$ cat src/rtl/riscv_idu_fifo.sv
// Decode-and-buffer stage between fetch and execute: decodes, sequence-tags and queues fetch words.
// Optional same-cycle bypass into an empty queue is enabled by defining RISCV_IDU_BYPASS_EN.

module riscv_decode (
    input  logic [31:0] data,
    output logic        defined,
    output logic        compressed
);
    logic [6:0] opc;
    logic [2:0] f3;
    logic [6:0] f7;
    logic [2:0] f3c;

    assign opc = data[6:0];
    assign f3  = data[14:12];
    assign f7  = data[31:25];
    assign f3c = data[15:13];

    // RV32IC without floating point; the all-zero halfword is the canonical illegal encoding.
    always_comb begin
        compressed = (data[1:0] != 2'b11);
        defined    = 1'b0;
        if (compressed) begin
            case (data[1:0])
                2'b00: defined = (f3c == 3'b000) ? (data[12:5] != 8'd0)
                               : (f3c == 3'b010) || (f3c == 3'b110);
                2'b01: defined = 1'b1;
                default: defined = (f3c == 3'b000) || (f3c == 3'b010) ||
                                   (f3c == 3'b100) || (f3c == 3'b110);
            endcase
        end else begin
            case (opc)
                7'b0110111, 7'b0010111, 7'b1101111, 7'b0001111: defined = 1'b1;
                7'b1100111: defined = (f3 == 3'b000);
                7'b1100011: defined = (f3 != 3'b010) && (f3 != 3'b011);
                7'b0000011: defined = (f3 inside {3'b000, 3'b001, 3'b010, 3'b100, 3'b101});
                7'b0100011: defined = (f3 <= 3'b010);
                7'b0010011: begin
                    if (f3 == 3'b001)      defined = (f7 == 7'b0000000);
                    else if (f3 == 3'b101) defined = (f7 == 7'b0000000) || (f7 == 7'b0100000);
                    else                   defined = 1'b1;
                end
                7'b0110011: defined = (f7 == 7'b0000000) ||
                                      ((f7 == 7'b0100000) && ((f3 == 3'b000) || (f3 == 3'b101)));
                7'b1110011: begin
                    if (f3 == 3'b000)      defined = (data[31:7] == 25'd0) || (data[31:7] == 25'h0002000);
                    else                   defined = (f3 != 3'b100);
                end
                default: defined = 1'b0;
            endcase
        end
    end
endmodule

module riscv_idu_fifo #(
    parameter int DEPTH  = 4,
    parameter int SEQ_W  = 64,
    parameter int ADDR_W = 32
) (
    input  logic                         clock,
    input  logic                         reset,
    input  logic                         flush,
    input  logic                         ifu_vld,
    output logic                         ifu_rdy,
    input  logic [ADDR_W-1:0]            ifu_addr,
    input  logic [31:0]                  ifu_data,
    output logic                         idu_vld,
    input  logic                         idu_rdy,
    output logic [SEQ_W-1:0]             idu_seq,
    output logic [ADDR_W-1:0]            idu_addr,
    output logic [31:0]                  idu_data,
    output logic                         idu_defined,
    output logic                         idu_compressed,
    output logic [$clog2(DEPTH+1)-1:0]   idu_count
);
    localparam int PTR_W = $clog2(DEPTH);
    localparam int CNT_W = $clog2(DEPTH+1);
    localparam logic [CNT_W-1:0] FULL = CNT_W'(DEPTH);

    // Handshakes: a word moves only when valid and ready are both high in the same cycle and
    // flush is low; ready never depends on valid on either side.

    logic [CNT_W-1:0]  count;
    logic [PTR_W-1:0]  rd_ptr, wr_ptr;
    logic [SEQ_W-1:0]  seq_ctr, seq_next;
    logic [SEQ_W-1:0]  mem_seq  [DEPTH];
    logic [ADDR_W-1:0] mem_addr [DEPTH];
    logic [31:0]       mem_data [DEPTH];
    logic              mem_def  [DEPTH];
    logic              mem_comp [DEPTH];

    logic dec_defined, dec_compressed;
    logic enq, enq_wr, deq_q, byp_take;

    riscv_decode u_decode (
        .data       (ifu_data),
        .defined    (dec_defined),
        .compressed (dec_compressed)
    );

    assign seq_next  = seq_ctr + SEQ_W'(1);
    assign ifu_rdy   = (count < FULL);
    assign idu_count = count;
    assign enq       = ifu_vld & ifu_rdy & ~flush;
    assign deq_q     = (count != '0) & idu_rdy & ~flush;
    assign enq_wr    = enq & ~byp_take;

`ifdef RISCV_IDU_BYPASS_EN
    logic byp;

    // An empty queue presents the live fetch word; it is only written if the consumer stalls.
    assign byp      = (count == '0) & ifu_vld & ~flush;
    assign byp_take = byp & idu_rdy;
    assign idu_vld  = (count != '0) | byp;

    always_comb begin
        if (byp) begin
            idu_seq        = seq_next;
            idu_addr       = ifu_addr;
            idu_data       = ifu_data;
            idu_defined    = dec_defined;
            idu_compressed = dec_compressed;
        end else begin
            idu_seq        = mem_seq[rd_ptr];
            idu_addr       = mem_addr[rd_ptr];
            idu_data       = mem_data[rd_ptr];
            idu_defined    = mem_def[rd_ptr];
            idu_compressed = mem_comp[rd_ptr];
        end
    end
`else
    assign byp_take       = 1'b0;
    assign idu_vld        = (count != '0);
    assign idu_seq        = mem_seq[rd_ptr];
    assign idu_addr       = mem_addr[rd_ptr];
    assign idu_data       = mem_data[rd_ptr];
    assign idu_defined    = mem_def[rd_ptr];
    assign idu_compressed = mem_comp[rd_ptr];
`endif

    always_ff @(posedge clock) begin
        if (reset) begin
            count   <= '0;
            rd_ptr  <= '0;
            wr_ptr  <= '0;
            seq_ctr <= '0;
            for (int i = 0; i < DEPTH; i++) begin
                mem_seq[i]  <= '0;
                mem_addr[i] <= '0;
                mem_data[i] <= '0;
                mem_def[i]  <= 1'b0;
                mem_comp[i] <= 1'b0;
            end
        end else if (flush) begin
            // Sequence counter survives a flush so numbers stay unique downstream.
            count  <= '0;
            rd_ptr <= wr_ptr;
        end else begin
            if (enq) seq_ctr <= seq_next;
            if (enq_wr) begin
                mem_seq[wr_ptr]  <= seq_next;
                mem_addr[wr_ptr] <= ifu_addr;
                mem_data[wr_ptr] <= ifu_data;
                mem_def[wr_ptr]  <= dec_defined;
                mem_comp[wr_ptr] <= dec_compressed;
                wr_ptr           <= wr_ptr + PTR_W'(1);
            end
            if (deq_q) rd_ptr <= rd_ptr + PTR_W'(1);
            case ({enq_wr, deq_q})
                2'b10:   count <= count + CNT_W'(1);
                2'b01:   count <= count - CNT_W'(1);
                default: count <= count;
            endcase
        end
    end
endmodule

$ cat config.mk
export PLATFORM = sky130hd
export DESIGN_NAME = riscv_idu_fifo
export DESIGN_NICKNAME = d
export VERILOG_FILES = /design/src/rtl/riscv_idu_fifo.sv
export SDC_FILE = /design/constraint.sdc
export NUM_CORES = 1
export LEC_CHECK = 0
export ABC_AREA = 1
export BUFFER_PORTS_ARGS = -buffer_cell sky130_fd_sc_hd__buf_2
export CAP_MARGIN = 20
export CORE_MARGIN = 2
export CORE_UTILIZATION = 38
export CTS_BUF_LIST = sky130_fd_sc_hd__clkbuf_4 sky130_fd_sc_hd__clkbuf_8 sky130_fd_sc_hd__clkbuf_16
export DETAILED_ROUTE_END_ITERATION = 10
export GPL_ROUTABILITY_DRIVEN = 0
export PLACE_DENSITY = 0.66
export SYNTH_ARGS = -nofsm -noshare
export SYNTH_HDL_FRONTEND = slang
export SYNTH_SLANG_ARGS = --single-unit
$ cat constraint.sdc
create_clock -name clock -period 14.15 [get_ports clock]
set_clock_uncertainty 0.15 [all_clocks]
set_input_delay 1.415 -clock clock [delete_from_list [all_inputs] [get_ports clock]]
set_output_delay 1.415 -clock clock [all_outputs]
set_load 0.05 [all_outputs]
==> metrics.sh, run 1 <==
STATUS='complete, no violations'
CORE_SQ_MM=0.0701
CRIT_REQUIRED_NS=14.22
ENDPOINT_KIND='flip-flop'
TIMING.FINAL.WS_SETUP_NS=8.38
SYNTH_AREA_SQ_MM=0.0269
INTERNAL_POWER_mW=3.12
TIMING.FINAL.SETUP_VIOLATIONS=0
WHS_ENDPOINT='idu_count[0]$_SDFFE_PP0P_'
WIRE_PER_INST_MICRONS=18.8
SETUP.WORST_PATH.START_CLASS='primary input'
CTS-RESIZED-GATES=0
TIMING.REG2REG.WORST_PATH_DEPTH=13
CLOCK_LATENCY_NS=0.60
PLACEMENT_ROWS=97
RSZ_0062_RAISED_AFTER_GLOBAL_ROUTING='no'
SYNTH_CELLS=2818
SYNTHESIS.NETS=2890
CRIT_PATH_SLOWEST_CELL='buf_4'
COMBINATIONALPOWERSHARE_PCT=12.0
WORST-R2R-SETUP-SLACK_NS=9.04
SETUP-TNS-FINAL_NS=0
IO_PINS=204
WORSTMARGINPINSLEW_NS=1.00
HOLD_PATH_STARTPOINT='idu_count[0]$_SDFFE_PP0P_'
FILLERS=6798
GLOBALROUTETOTALUTIL_PCT=20.3
ANTENNA_FOUND_INITIAL=0
REG2REG_FROM='idu_count[2]$_SDFFE_PP0P_'
CLKSINKCOUNT=593
INITIAL_CELL_DENSITY_OF_THE_CORE_PCT=38.4
DRT_ITER0_DRC=1823
DRC=0
TIMING.FINAL.CRIT_PERIOD_NS=5.77
SMALLEST_HOLD_SLACK_NS=0.328
LARGEST_NET_DEGREE_AT_THE_START_OF_GLOBAL_ROUTING=201
ANTENNA-DIODE-COUNT=0
P_CLK_SHARE_PCT=40.7
SEQCELLAREA_SQ_MM=0.0171
YOSYSWARNINGS=0
POSTCTSHOLDBUFS=0
PWR-SHARE-SEQ_PCT=47.3
YOSYSSEQAREASHARE_PCT=63.4
CLKSLEWWORSTSETUPHOLDPATHS_NS=0.06
DIE_AREA_SQ_MM=0.0731
CRITICAL_PATH.CELL_CHAIN='buf_2 > inv_2 > nand3_2 > nor2_4 > buf_4 > inv_4 > nor2_1 > inv_1 > nor2_1 > inv_2 > buf_4 > nand2_4 > buf_4 > buf_4'
CHIPWIDTH_MICRONS=270
FINALCRITPERIODSHARE_PCT=40.8
ROUTED_WIRELENGTH_MM=74.6
LAYOUT_COMMON_CELLS='796 x nor2_1, 520 x edfxtp_1, 310 x o21ai_0'
SYN_AVG_CELL_AREA_SQ_UM=9.56
REGTOREGENDPOINT='mem_addr[2][12]$_SDFFCE_PN0P_'
WIRE_LENGTH_OF_THE_FIRST_GLOBAL_ROUTING_PASS_MM=116
DETAILROUTE.VIA_COUNT=20500
HOLD_DEPTH=1
PWR_DENSITY_CELL_mW_PER_MM2=137
FINAL_COMMON_CELL='nor2_1'
CLOCK_TREE.HTREE_LEVEL_COUNT=3
CTS-BUFFERS-INSERTED=66
PLACE_HPWL_MM=44.9
CRITICAL_PATH.MAX_FANOUT=68
GRT_PASS1_VIAS=20500
SW_FRAC_OF_TOTAL_PCT=26.7
WORST_SLEW_MARGIN_REL_PCT=33.1
TIMING.MAX_CAP.VIOLATIONS=0
FLOW.AREA_GROWTH_FROM_SYNTHESIS_PCT=15.0
DRT_PASS1_ITERATIONS=7
POST_DRT_VIA_CELL_RATIO=5.18
CRITPATHARRIVALTIME_NS=5.84
SLEW_VIOL_FINAL=0
CLOCK-ROOT-BUFFER='clkbuf_16'
MAX-CLOCK-PATH-BUFFERS=3
DIEHEIGHT_MICRONS=270
CRITICAL-PATH-MAX-STAGE-DELAY_NS=0.81
DRIVE_GT1_SHARE_PCT=13.9
IRDROPWORSTVDD_V=0.0000807
HOLD_VIOL=0
FINALNETCOUNT=3038
MAX_FREQ_MHz=173
MIN-DELAY-PATH-CLASS='reg -> reg'
STATIC-LEAKAGE-POWER_nW=11.9
GLOBALROUTE.TOTALOVERFLOW=0
SYNTH_CELL_TYPE_COUNT=37
POWER_SWITCHING_mW=1.13
TIMING.CRITICAL_PATH.MODE_CELL='buf_4'
POSTROUTEANTENNANETS=0
CTS_TREE='built'
MULTI_INPUT_LOGIC_AREA_SQ_MM=0.00811
PRE_CTS_SLACK_NS=7.66
SYNTH.FF_LATCH_COUNT=593
PORT-BUFFER-COUNT=203
OVERALL_POWER_AFTER_LAYOUT_mW=4.25
CRITICAL_SETUP_PATH_KIND='in -> reg'
POST-CTS-SETUP-BUFFERS=0
-- critical path: cells and delay by family --
family / cells / cell delay, ns
buf+inv: 9 / 3.17
simple gates: 5 / 1.16
-- cell usage after synthesis --
cell / number / share of area (%)
nand2_2: 21 / 0.49
buf_2: 26 / 0.48
clkbuf_1: 116 / 1.6
xor2_2: 3 / 0.18
inv_1: 308 / 4.3
xnor2_1: 2 / 0.065
clkinv_1: 2 / 0.028
nor2_1: 796 / 11
nor3_2: 5 / 0.19
nand3b_1: 2 / 0.056
nand2_4: 2 / 0.084
a21o_1: 1 / 0.028
fa_1: 1 / 0.074
nor2_2: 15 / 0.35
a21oi_1: 14 / 0.26
nand2_1: 259 / 3.6
nand4_4: 1 / 0.079
nor4_1: 2 / 0.046
o21ai_1: 10 / 0.19
edfxtp_1: 520 / 58
nand3_1: 52 / 0.97
inv_2: 10 / 0.14
nor3_4: 1 / 0.060
nand4_1: 29 / 0.67
o22ai_1: 137 / 3.2
xor2_1: 27 / 0.88
nor3_1: 47 / 0.87
nand3_2: 4 / 0.15
buf_4: 1 / 0.028
buf_6: 1 / 0.042
dfxtp_1: 73 / 5.4
or2_1: 1 / 0.023
buf_1: 3 / 0.042
ha_1: 2 / 0.093
o21ai_0: 310 / 5.8
nor2_4: 11 / 0.46
o211ai_1: 3 / 0.084
-- through the flow --
stage                     area [sq um]  utilization (%)  cells
final                            31000             44.2   3957
after global routing             31000             44.2   3957
after CTS                        31000             44.2   3956
after detailed placement         28800             41.0   3837
after global placement           28800             41.0   3837
after floorplan                  26900                -   2818
-- cell type report --
class | count | share of cell area [%]
well taps | 940 | 3.79
clock inverters | 23 | 0.630
inverters | 320 | 3.92
clock buffers | 96 | 6.42
multi-input cells | 1758 | 26.2
flip-flops and latches | 593 | 55.1
repair buffers | 227 | 3.96
-- metal layers --
| layer | vias to the layer above | track usage, % | share of wire, % |
|---|---|---|---|
| met4 | 0 | 6.79 | 2.7 |
| li1 | 9718 | - | - |
| met2 | 670 | 35.0 | 49 |
| met5 | - | 0 | 0 |
| met1 | 9971 | 26.0 | 42 |
| met3 | 136 | 3.33 | 6.4 |
-- cells by family after synthesis --
family	count (synthesis)	share of synthesized area, %
AOI/OAI and AO/OA	475	9.49
buffers and inverters	467	6.67
DFF	593	63.4
and+or+nand+nor	1248	19.2
xor gates and xnor gates	32	1.12
adders and majority gates	3	0.167
-- sequential cells by signal, indices dropped and copies added, names as in the netlist, named ones only --
signal and cells:
mem_seq 256, mem_addr 128, mem_data 128, seq_ctr 64, mem_comp 4, mem_def 4, idu_count 3, rd_ptr 2
wr_ptr 2
-- worst max path at each step --
stage	from	to	slack [ns]
2_1_floorplan	flush	mem_addr[3][0]$_DFFE_PP_	2.55
3_3_place_gp	flush	mem_addr[2][23]$_SDFFCE_PN0P_	7.69
3_5_place_dp	flush	mem_addr[2][23]$_SDFFCE_PN0P_	7.66
4_1_cts	flush	mem_addr[2][18]$_SDFFCE_PN0P_	8.29
5_1_grt	flush	mem_addr[2][12]$_SDFFCE_PN0P_	8.06
6_report	flush	mem_addr[2][12]$_SDFFCE_PN0P_	8.38
-- power groups by stage --
stage                     combinational (mW)  sequential, mW  clock [mW]
after floorplan                        0.356            2.05           0
after global placement                 0.513            2.04           0
after detailed placement               0.516            2.05           0
after CTS                              0.517            2.01        1.76
after global routing                   0.546            2.02        1.82
final                                  0.510            2.01        1.73
(Power assumes the default switching activity.)
==> run 2: changes to the inputs <==
- ABC_AREA: 1 -> 0
- PLACE_DENSITY: 0.66 -> 0.68
- clock period: 14.15 -> 5.2 ns (I/O delays scaled with it)
==> run 2 against run 1 <==
  * Global-route usage fell by 1.8 points
  * Clock-buffer cell count fell by 12
  * Power rose to 2.6 times the previous value
==> metrics.sh, run 2 <==
STATUS='complete, no violations'
CLOCK_TREE.HTREE_LEVEL_COUNT=3
ENDPOINT_KIND='output port'
FINAL_COMMON_CELL='edfxtp_1'
CRITICAL_PATH.MAX_FANOUT=38
SLEW_VIOL_FINAL=0
ANTENNA_FOUND_INITIAL=1
YOSYSSEQAREASHARE_PCT=65.2
LAYOUT_TOP_REGISTERS='mem_seq (256), mem_addr (128), mem_data (128)'
TIMING.CRITICAL_PATH.MAX_DELAY_FAMILY='flip-flops'
WORST_SLEW_MARGIN_REL_PCT=24.2
LARGEST_NET_DEGREE_AT_THE_START_OF_GLOBAL_ROUTING=93
SYNTHESIS.NETS=2040
STATIC-LEAKAGE-POWER_nW=10.8
DRIVE_GT1_SHARE_PCT=22.6
YOSYSWARNINGS=0
PLACEMENT_ROWS=96
CRITPATHARRIVALTIME_NS=2.90
GRT-BUSIEST-LAYER='met2'
WORSTMARGINPINSLEW_NS=1.14
PLACE_HPWL_MM=39.1
GROUTE.LAYER.MET1.USAGE_PCT=23.6
FILLERS=6105
IO_PINS=204
MAX-CLOCK-PATH-BUFFERS=3
CLKSLEWWORSTSETUPHOLDPATHS_NS=0.06
CRITICAL_PATH.CELL_CHAIN='buf_4 > mux4_2 > buf_2'
GLOBALROUTETOTALUTIL_PCT=18.5
MIN-DELAY-PATH-CLASS='in -> reg'
FINISH.INSTANCE_AREA_SQ_MM=0.0305
DETAILROUTE.VIA_COUNT=16800
SYN_AVG_CELL_AREA_SQ_UM=13.3
CRITICAL-PATH-MAX-STAGE-DELAY_NS=0.94
YOSYSMOSTFREQUENTCELL='edfxtp_1'
CRIT_REQUIRED_NS=4.53
SYNTHTOPCELLSBYAREA='edfxtp_1 60%, mux4_2 11%, dfxtp_1 5.6%, nor2_1 5.2%, a21oi_1 2.0%'
TIMING.MAX_CAP.VIOLATIONS=0
PORT-BUFFER-COUNT=203
CTS_TREE='built'
WIRE_LENGTH_OF_THE_FIRST_GLOBAL_ROUTING_PASS_MM=100
DIEHEIGHT_MICRONS=267
RSZ_0062_RAISED_AFTER_GLOBAL_ROUTING='no'
DPL-INSTANCE-AREA_SQ_MM=0.0283
DRT_PASS1_ITERATIONS=5
CRITICAL_SETUP_PATH_KIND='reg -> out'
POSTCTSHOLDBUFS=0
LAYOUT_COMMON_CELLS='520 x edfxtp_1, 363 x nor2_1, 203 x buf_2'
CLOCK_LATENCY_NS=0.59
MAX_FREQ_MHz=280
POST-CTS-SETUP-BUFFERS=0
FINALCRITPERIODSHARE_PCT=68.7
SYNTH_CELLS=1968
SYNTH_AREA_SQ_MM=0.0262
CTS-RESIZED-GATES=0
SYNTHTOPCELLSBYCOUNT='520 x edfxtp_1, 364 x nor2_1, 130 x mux4_2'
TIMING.FINAL.SETUP_VIOLATIONS=0
HOLD_VIOL=0
IRDROPWORSTVDD_V=0.000201
SYNTH.FF_LATCH_COUNT=593
CTS-BUFFERS-INSERTED=66
POST_DRT_VIA_CELL_RATIO=5.46
USE_MET2_PCT=32.2
SYNTH.LARGEST_AREA_CELL='edfxtp_1'
TIMING.FINAL.CRIT_PERIOD_NS=3.57
FINALNETCOUNT=2211
TOP_REGISTER='mem_seq'
SYNTH_EDF_COUNT=520
WIRE_PER_INST_MICRONS=21.4
CRIT_PATH_SLOWEST_CELL='dfxtp_4'
SYNTH_CELL_TYPE_COUNT=48
YOSYS_MOST_USED_DFF='edfxtp_1'
SETUP.WORST_PATH.START_CLASS='flip-flop'
GRT_PASS1_VIAS=17200
MAX_FFS_PER_REGISTER=256
DIE_AREA_SQ_MM=0.0711
DRC=0
GLOBAL_ROUTE.USAGE.MET3_PCT=3.21
FLOW.AREA_GROWTH_FROM_SYNTHESIS_PCT=16.4
DRT_ITER0_DRC=1509
GLOBALROUTE.TOTALOVERFLOW=0
PWR_DENSITY_CELL_mW_PER_MM2=365
YOSYSTOPAREACELLSHARE_PCT=59.6
CHIPWIDTH_MICRONS=267
POSTROUTEANTENNANETS=0
ROUTED_WIRELENGTH_MM=65.9
CRITICAL_PATH.N_BUFFERS_INVERTERS=2
SETUP-TNS-FINAL_NS=0
CLKSINKCOUNT=593
CORE_SQ_MM=0.0685
CLOCK-ROOT-BUFFER='clkbuf_16'
SMALLEST_HOLD_SLACK_NS=0.0687
INITIAL_CELL_DENSITY_OF_THE_CORE_PCT=38.3
ASYNC_FLOP_SHARE_PCT=0
run 2: changes by cell type after synthesis, sizes merged, moves of 16 or more:
| cell | before | now |
|---|---|---|
| or4 | 0 | 26 |
| mux4 | 0 | 130 |
| nor2 | 822 | 364 |
| and2 | 0 | 72 |
| or3 | 0 | 35 |
| xnor2 | 2 | 27 |
| inv | 318 | 82 |
| o22ai | 137 | 0 |
| nand3 | 56 | 40 |
| a21oi | 14 | 106 |
| nand2 | 282 | 114 |
| o21ai | 320 | 38 |
| nor3 | 53 | 27 |
| xor2 | 30 | 55 |
run 2: metal layers:
layer	vias up	wire length (microns)
li1	7593	-
met1	8470	26900
met2	634	33100
met3	86	4700
met4	0	1250
met5	-	0
run 2: layout make-up:
type	count	area, sq um	share of cell area [%]
Clock inverter	35	388	1.27
Antenna cell	1	2.50	0.00821
Timing Repair Buffer	231	1350	4.43
Sequential cell	593	17100	56.0
Inverter	82	308	1.01
Multi-Input combinational cell	1165	8400	27.6
Clock buffer	84	1850	6.07
Tap cell	882	1100	3.62
run 2: path summary, 6_finish.rpt:
kind                           start                        end  depth (start not counted)  slack, ns
max                        flip-flop                idu_addr[9]                          3       1.63
min reg2reg  seq_ctr[6]$_SDFFE_PP0P_    seq_ctr[6]$_SDFFE_PP0P_                          2       0.35
max reg2reg  seq_ctr[0]$_SDFFE_PP0P_   mem_seq[3][52]$_DFFE_PP_                          6       1.65
min                            flush  idu_count[2]$_SDFFE_PP0P_                          2       0.07
run 2: kinds of logic (layout without fill, tap and decap cells):
kind of cell / count (synthesis) / count (layout) / synth area share [%]
simple gates: 781 / 781 / 14.2
flops: 593 / 593 / 65.2
buf+inv: 210 / 432 / 3.03
compound gates: 169 / 169 / 3.50
mux: 130 / 130 / 11.2
xor+xnor: 82 / 82 / 2.74
fa+ha+maj: 3 / 3 / 0.172
other cells: 0 / 1 / 0
run 2: report_power, final:
part	leakage, nW	switching (mW)	internal [mW]
sequential	6.01	0.0615	5.35
combinational	3.72	0.681	0.252
clock	1.11	1.87	2.92
total	10.8	2.61	8.52
run 2: through the flow:
stage	utilization, %	setup slack, ns	power, mW	std cells
final	44.5	1.63	11.1	3073
after floorplan	-	1.15	6.15	1968
after global routing	44.5	1.41	11.5	3072
after CTS	44.5	1.52	11.2	3072
after detailed placement	41.3	1.54	6.46	2953
after global placement	41.3	1.60	6.44	2953
